## config.mk

```make
export PLATFORM = sky130hd
export DESIGN_NAME = fifo_rd_ctrl
export DESIGN_NICKNAME = d
export VERILOG_FILES = /design/src/rtl/fifo_rd_ctrl.sv
export SDC_FILE = /design/constraint.sdc
export NUM_CORES = 1
export LEC_CHECK = 0
export CAP_MARGIN = 20
export CORE_MARGIN = 2
export CORE_UTILIZATION = 40
export DETAILED_ROUTE_END_ITERATION = 10
export PLACE_DENSITY_LB_ADDON = 0.12
export SYNTH_ARGS = -nofsm -noshare
export SYNTH_HDL_FRONTEND = slang
export SYNTH_SLANG_ARGS = --single-unit
```

## constraint.sdc

```tcl
create_clock -name i_clk -period 5.85 [get_ports i_clk]
set_input_delay 0.585 -clock i_clk [delete_from_list [all_inputs] [get_ports i_clk]]
set_output_delay 0.585 -clock i_clk [all_outputs]
set_load 0.1 [all_outputs]
```

## src/rtl/fifo_rd_ctrl.sv

```systemverilog
// Read-side pointer controller for the asynchronous FIFO.
// Owns binary/Gray read pointers, RAM read address and fill status.
module fifo_rd_ctrl #(
   parameter int ADDR_WIDTH = 4,
   parameter int AE_THRESH  = 2
) (
   input  logic                  i_clk,
   input  logic                  i_rst_n,
   input  logic                  i_rd_en,
   input  logic [ADDR_WIDTH:0]   i_wptr_gray_sync,
   output logic [ADDR_WIDTH-1:0] o_rd_addr,
   output logic [ADDR_WIDTH:0]   o_rptr_gray,
   output logic                  o_empty,
   output logic                  o_almost_empty,
   output logic [ADDR_WIDTH:0]   o_count,
   output logic                  o_underflow
);

   localparam int PW = ADDR_WIDTH + 1;
   localparam logic [PW-1:0] AE_T = PW'(AE_THRESH);

   logic [PW-1:0] rbin_q, rbin_d;
   logic [PW-1:0] rgray_q, rgray_d;
   logic [PW-1:0] count_q, count_d;
   logic [PW-1:0] wbin;
   logic          empty_q, empty_d;
   logic          ae_q, ae_d;
   logic          uf_q, uf_d;
   logic          accept;

   // Gray-to-binary of the synchronized write pointer (XOR prefix from MSB)
   always_comb begin
      wbin = '0;
      for (int i = 0; i < PW; i++) begin
         wbin[i] = ^(i_wptr_gray_sync >> i);
      end
   end

   // Next-state: pointer advance, Gray encode and status from new pointer
   always_comb begin
      accept  = i_rd_en & ~empty_q;
      rbin_d  = rbin_q + PW'(accept);
      rgray_d = rbin_d ^ (rbin_d >> 1);
      empty_d = (rgray_d == i_wptr_gray_sync);
      count_d = wbin - rbin_d;
      ae_d    = (count_d <= AE_T);
      uf_d    = i_rd_en & empty_q;
   end

   // State and registered outputs, async active-low reset
   always_ff @(posedge i_clk or negedge i_rst_n) begin
      if (!i_rst_n) begin
         rbin_q  <= '0;
         rgray_q <= '0;
         count_q <= '0;
         empty_q <= 1'b1;
         ae_q    <= 1'b1;
         uf_q    <= 1'b0;
      end else begin
         rbin_q  <= rbin_d;
         rgray_q <= rgray_d;
         count_q <= count_d;
         empty_q <= empty_d;
         ae_q    <= ae_d;
         uf_q    <= uf_d;
      end
   end

   assign o_rd_addr      = rbin_q[ADDR_WIDTH-1:0];
   assign o_rptr_gray    = rgray_q;
   assign o_empty        = empty_q;
   assign o_almost_empty = ae_q;
   assign o_count        = count_q;
   assign o_underflow    = uf_q;

endmodule

```

* Word level (Yosys, flattened, before mapping)
Cells that the tools add are included.
** Word-level totals
- Input port bits :: 8
- Logic and storage cells :: 19
- Bits in registers :: 18
- Output and inout port bits :: 17
** Operators by class
- Reductions and logical operators :: 5
- Order comparisons :: 1
- Add/sub/neg operators :: 2
- Bitwise logic cells :: 4
- Eq/ne operators :: 1
** Operators by type and width (count)
- $reduce_xor 5->1 :: 5
- $add 5x1->5 :: 1
- $eq 5x5->1 :: 1
- $le 5x2->1 const B :: 1
- $sub 5x5->5 :: 1
- $xor 5x4->5 :: 1
- $and 1x1->1 :: 2
- $not 1->1 :: 1

* Depth between registers and ports, before layout
Gate-level depths: netlist of the first run.
- Word-level depth :: 5
- Mapped depth :: 10
- Mapped depth without buffers :: 10

* Worst setup path before layout of the first run
No wires, ideal clock.
- Path type :: register to register
- From :: reg empty_q, in the netlist o_empty
- To :: reg ae_q, in the netlist o_almost_empty
- Arrival :: 2783 ps
- Cell stages (with the launch flop) :: 11
- Setup time :: 84 ps
- Path slack :: 2983 ps
- Period minus slack after synthesis :: 2867 ps
- Path buffers :: 1
- Data required time :: 5766 ps
- Cells stage by stage :: dfstp_2 -> nor2b_1 -> ha_1 -> ha_1 -> clkbuf_1 -> xnor2_1 -> ha_1 -> a21o_1 -> a21bo_1 -> o31ai_2 -> nor3b_1
** On the way
- Longest elaborated chain between the ends :: 5
** Ends and longest elaborated chain
- start: declaration :: RTL line 26 : logic empty_q, empty_d;
- start signal: assignment :: RTL line 63 : empty_q <= empty_d;
- $not 1->1 :: RTL line 41 : accept = i_rd_en & ~empty_q;
- $and 1x1->1 :: RTL line 41
- $add 5x1->5 :: RTL line 42 : rbin_d = rbin_q + PW'(accept);
- net rbin_d[1] :: RTL line 22 : logic [PW-1:0] rbin_q, rbin_d;
- $sub 5x5->5 :: RTL line 45 : count_d = wbin - rbin_d;
- $le 5x2->1 :: RTL line 46 : ae_d = (count_d <= AE_T);
- net ae_d :: RTL line 27 : logic ae_q, ae_d;
- end signal: assignment :: RTL line 57 : ae_q <= 1'b1;
- end signal: assignment :: RTL line 64 : ae_q <= ae_d;
- end: declaration :: RTL line 27
The timed path passes the listed nets, and every way through them passes these cells.

* Worst setup path in the final report of the first run
- From :: in i_wptr_gray_sync[3]
- To :: reg ae_q, in the netlist o_almost_empty
** On the way
- Longest elaborated chain between the ends :: 3
- Elaborated cells on any way between the ends :: 6
- Those cells by class :: add/sub (1); order compare (1); reduce/logical (4)
** Ends and longest elaborated chain
- start: declaration :: RTL line 10 : input logic [ADDR_WIDTH:0] i_wptr_gray_sync,
- $reduce_xor 5->1 :: RTL line 35 : wbin[i] = ^(i_wptr_gray_sync >> i);
- $sub 5x5->5 (*) :: RTL line 45
- $le 5x2->1 (*) :: RTL line 46
- net ae_d :: RTL line 27
Mark *: on every way through the listed nets, which the timed path passes. The rest lies on a longest branch.

==> results.cfg, run 1 <==
[clock_network]
cts_made_buffers = 3
path_clk_slew_ps = 100
cts_setup_buffers = 0
cts_root_buf = clkbuf_4
clock_latency_ps = 280
cts_tree = done
ctsResizeCount = 0
cts_num_sinks = 17
clk_path_buf_depth = 2
cts_hold_buffers = 0
htree_levels = 1

[synth]
synth_top_area_share_pct = 41.8
syn_nets = 93
yosys.area_share.simple_pct = 10.4
ys_seq_area_share_pct = 47.6
synthMuxAreaShare_pct = 0
ys_top_cells_by_area = dfrtp_1, xor2_1, xnor2_1, ha_1, dfstp_2
synth-compound-area-share_pct = 7.24
synth-edff-count = 0
synth_xor_area_share_pct = 23.1
synth.avg_cell_area_um2 = 11.2
synth_top_family_by_area = XOR/XNOR gates
synthTopCellsByCount = dfrtp_1, xor2_1, inv_1
synthAdderAreaFrac_pct = 6.96
ys.flop_type = dfrtp_1
synth_cell_types = 27
syn-cell-area_um2 = 898
synth-seq-cells = 17
synth.most_common_cell = dfrtp_1
synth-async-reset-ratio_pct = 100
synth_top_area_cell = dfrtp_1
yosysWarnings = 0
syn_inst = 80

[setup_path]
crit_chain = clkdlybuf4s50_1 -> xor2_2 -> xnor2_1 -> xnor2_1 -> ha_1 -> inv_1 -> ha_1 -> a21o_1 -> a21bo_1 -> o31ai_2 -> nor3b_1
required_ps = 6060
critPathSlowestCell = clkdlybuf4s50_1
start_kind = input port
worstSetupPathType = in -> reg
critPathTopFamily = XOR/XNOR gates
arrival_ps = 3200
path_max_fanout = 4
cp.buffers_inverters = 2
cpPeakStageDelay_ps = 480
crit_path_end_kind = flip-flop

[grt]
grt_max_degree = 18
overflow = 0
antenna_found_initial = 0
grt_pass1_wl_um = 2790
track_usage_pct = 14.9
grt_pass1_vias = 611

[route]
met3RoutedLength_um = 73
drc = 0
met1Wirelength_um = 752
dr_total_vias = 637
drt_iter0_markers = 4
vias_per_cell = 4.72
routed.top_layer = met4
wire_per_inst_um = 12.2
routed-wl-met2_um = 773
postRouteAntennaNets = 0
drt-total-wl_um = 1640
drt_pass1_iterations = 2

[final_layout]
antennaDiodeCount = 0
drive_above_1_share_pct = 8.41
register_area_um2 = 428
finish.net_count = 121
multi_input_area_um2 = 429
utilization_pct = 55.1
n_fill_cell = 210
instances_no_fill = 135
syn_to_final_growth_pct = 33.1

[placement]
hpwl_um = 1260
gp_congestion = 0.798
placedCellCount = 131
io_buffer_count = 24
place_ws_ps = 2540

[sta]
fin_ws_ps = 2850
finalHoldViolCount = 0
slew_violations = 0
tns_ps = 0
slew_headroom_pct = 35.1
rsz0062_at_grt = false
min_period_over_period_pct = 51.2
setup_viol = 0
period_needed_ps = 3000
fin_skew_ps = 1.64
worst_slew_pin_slew_ps = 970
fmax_mhz = 334

[floorplanning]
rows = 17
core_um2 = 2170
fp.dieW_um = 51.4
start_util_pct = 41.4
dieArea_um2 = 2640
num_io_pins = 25
die_h_um = 51.4

[min_path]
holdCritPathClass = reg -> reg

[run]
max_cap_viol_count = 0

[status]
outcome = finished clean
layout by cell type, fill, tap and decap left out:
| master | instances |
|---|---|
| a2111oi_0 | 1 |
| a21bo_1 | 1 |
| a21o_1 | 1 |
| a21oi_1 | 1 |
| and2_1 | 1 |
| and3_2 | 1 |
| clkbuf_1 | 1 |
| clkbuf_4 | 3 |
| clkdlybuf4s50_1 | 24 |
| dfrtp_1 | 15 |
| dfstp_2 | 2 |
| ha_1 | 5 |
| inv_1 | 10 |
| nand2_1 | 2 |
| nand2b_1 | 1 |
| nand3_1 | 4 |
| nand4b_1 | 1 |
| nor2_1 | 3 |
| nor2b_1 | 1 |
| nor3b_1 | 1 |
| nor4_1 | 1 |
| o211ai_1 | 1 |
| o21ai_0 | 1 |
| o31ai_2 | 1 |
| o41ai_1 | 1 |
| or3_1 | 1 |
| xnor2_1 | 9 |
| xor2_1 | 11 |
| xor2_2 | 2 |
layout make-up:
cell class                 instances  area share, %
clock buffer                       4           2.20
tap                               28           2.93
inverter                          10           3.14
timing repair buffer              24           20.1
sequential                        17           35.8
multi-input combinational         52           35.9
routing by layer:
layer  global-route usage [%]  up-vias
li1                         -      314
met1                     18.3      302
met5                        0        -
met3                     2.34        4
met4                     10.5        0
met2                     23.7       17
worst register-to-register path, cell delays in order, from the launching register on:
cell and delay, ps:
dfstp_2 550, nor2b_1 50, ha_1 190, ha_1 230, xor2_2 330, inv_1 90
ha_1 220, o21ai_0 160, a21bo_1 260, o31ai_2 260, nor3b_1 220
state kept, by name, indices dropped and copies added (netlist names):
| name | count |
|---|---|
| rbin_q | 5 |
| o_count | 5 |
| o_empty | 1 |
| o_underflow | 1 |
| o_rptr_gray | 4 |
| o_almost_empty | 1 |
final timing paths:
kind	slack, ps	to	startpoint	cells past startpoint
min in group asynchronous	740	o_rptr_gray[0]$_DFF_PN0_	i_rst_n	1
worst max-delay path	2850	o_almost_empty$_DFF_PN1_	i_wptr_gray_sync[3]	11
max in group asynchronous	4650	rbin_q[0]$_DFF_PN0_	i_rst_n	1
worst min-delay path	560	o_underflow$_DFF_PN0_	o_empty$_DFF_PN1_	1
worst max register to register	3230	o_almost_empty$_DFF_PN1_	o_empty$_DFF_PN1_	10
worst min register to register	560	o_underflow$_DFF_PN0_	o_empty$_DFF_PN1_	1
cells by family (layout without fill, tap and decap cells):
kind of cell             Yosys count  after routing
XOR/XNOR                          22             22
adder cells (fa/ha/maj)            5              5
AO/OA/AOI/OAI                      8              8
buffers and inverters             11             38
AND/OR/NAND/NOR                   17             17
flip-flops                        17             17
per-stage QoR:
stage               hold WS (ps)  area, um^2
detailed placement           561        1170
global placement             545        1170
CTS                          569        1200
floorplan                    289         898
global route                 588        1200
finish                       564        1200
Power of run 1 is not shown: default switching activity piles up to over one toggle a cycle in this logic, so the estimate is an artifact.
==> run 2, diff against run 1 <==
- clock period: 5.85 -> 2.92 ns (I/O delays scaled with it)
==> run 2 against run 1 <==
Worst setup slack got worse by 2400 ps; critical path type unchanged; cell count increased by 4.4%; via count is 2.0% lower; count of clock-buffer cells in the layout decreased by 1; flip-flop and latch count unchanged; die area did not move; utilization rose by 0.17 points; clock skew rose by 8.7 ps.
==> results.cfg, run 2 (synthesized netlist as in run 1, its figures left out) <==
[grt]
antenna_found_initial = 0
grt_max_degree = 18
grt_pass1_wl_um = 2800
grt_pass1_vias = 640
overflow = 0
track_usage_pct = 14.7

[run]
max_cap_viol_count = 0

[clock_network]
cts_num_sinks = 17
path_clk_slew_ps = 110
ctsResizeCount = 0
cts_root_buf = clkbuf_4
clock_latency_ps = 290
htree_levels = 1
cts_tree = done
clk_path_buf_depth = 2
cts_made_buffers = 3
cts_setup_buffers = 0
cts_hold_buffers = 0

[final_layout]
final_common_cell = buf_4
antennaDiodeCount = 0
drive_above_1_share_pct = 29.2
most-common-layout-cells = buf_4, dfrtp_1, xor2_1
n_fill_cell = 195
finish.net_count = 127
syn_to_final_growth_pct = 33.6

[sta]
slew_headroom_pct = 47.8
min_period_over_period_pct = 86.1
tns_ps = 0
finalHoldViolCount = 0
fmax_mhz = 398
fin_skew_ps = 10.3
slew_violations = 0
setup_viol = 0
period_needed_ps = 2510
worst_slew_pin_slew_ps = 781
rsz0062_at_grt = false

[placement]
hpwl_um = 1250
io_buffer_count = 24
gp_congestion = 0.848

[route]
drt_pass1_iterations = 3
vias_per_cell = 4.43
drt-total-wl_um = 1620
drt_iter0_markers = 5
dr_total_vias = 624
wire_per_inst_um = 11.5
postRouteAntennaNets = 0
drc = 0

[setup_path]
arrival_ps = 2720
start_kind = input port
r2r_slack_ps = 440
crit_path_end_kind = flip-flop
path_max_fanout = 4
required_ps = 3130
crit_chain = clkdlybuf4s50_1 -> xor2_2 -> xnor2_1 -> xnor2_1 -> ha_1 -> inv_1 -> ha_1 -> a21o_1 -> a21bo_1 -> o31ai_2 -> nor3b_1
critPathTopFamily = compound AO/OA/AOI/OAI gates
worstSetupPathType = in -> reg
critPathSlowestCell = clkdlybuf4s50_1
cp.buffers_inverters = 2
cpPeakStageDelay_ps = 540

[floorplanning]
rows = 17
core_um2 = 2170
dieArea_um2 = 2640
fp.dieW_um = 51.4
num_io_pins = 25
start_util_pct = 41.4
die_h_um = 51.4

[status]
outcome = finished clean

[min_path]
holdCritPathClass = in -> async
run 2: cell count changes in the layout (fill, tap and decap cells not counted), sizes merged:
| cell | delta |
|---|---|
| clkbuf | -1 |
| buf | +23 |
| clkdlybuf4s50 | -17 |
| clkinv | +1 |
run 2: worst paths after layout:
kind | startpoint | endpoint | cells after the start
worst min register to register | o_empty$_DFF_PN1_ | o_underflow$_DFF_PN0_ | 1
max in group asynchronous | i_rst_n | o_rptr_gray[3]$_DFF_PN0_ | 1
worst max-delay path | i_wptr_gray_sync[3] | o_almost_empty$_DFF_PN1_ | 11
worst min-delay path | i_rst_n | o_underflow$_DFF_PN0_ | 1
worst max register to register | o_empty$_DFF_PN1_ | o_almost_empty$_DFF_PN1_ | 10
min in group i_clk | o_empty$_DFF_PN1_ | o_underflow$_DFF_PN0_ | 1
run 2: layout make-up:
cell class                 instances  area, um^2  share of cell area, %
clock buffer                       3        22.5                   1.88
multi-input combinational         52         429                   35.8
timing repair buffer              30         243                   20.2
tap                               28        35.0                   2.92
clock inverter                     1        5.00                  0.417
inverter                          10        37.5                   3.13
sequential                        17         428                   35.7
run 2: layer usage:
layer / share of wire (%) / up-vias / global-route usage, % / wire length (um)
li1: - / 327 / - / -
met1: 48 / 280 / 19.3 / 784
met2: 46 / 15 / 22.9 / 738
met3: 5.1 / 2 / 2.92 / 83
met4: 0.74 / 0 / 7.89 / 12
met5: 0 / - / 0 / 0
run 2: stage by stage:
stage	std cells	setup slack (ps)	cell area, um^2	util, %	hold WS (ps)
6_report	141	405	1200	55.3	437
5_1_grt	141	216	1200	55.3	488
4_1_cts	141	405	1200	55.3	461
3_5_place_dp	137	111	1170	54.0	550
3_3_place_gp	137	175	1170	54.0	545
2_1_floorplan	80	52.8	898	-	-3.59
Power of run 2 is left out for the same reason.
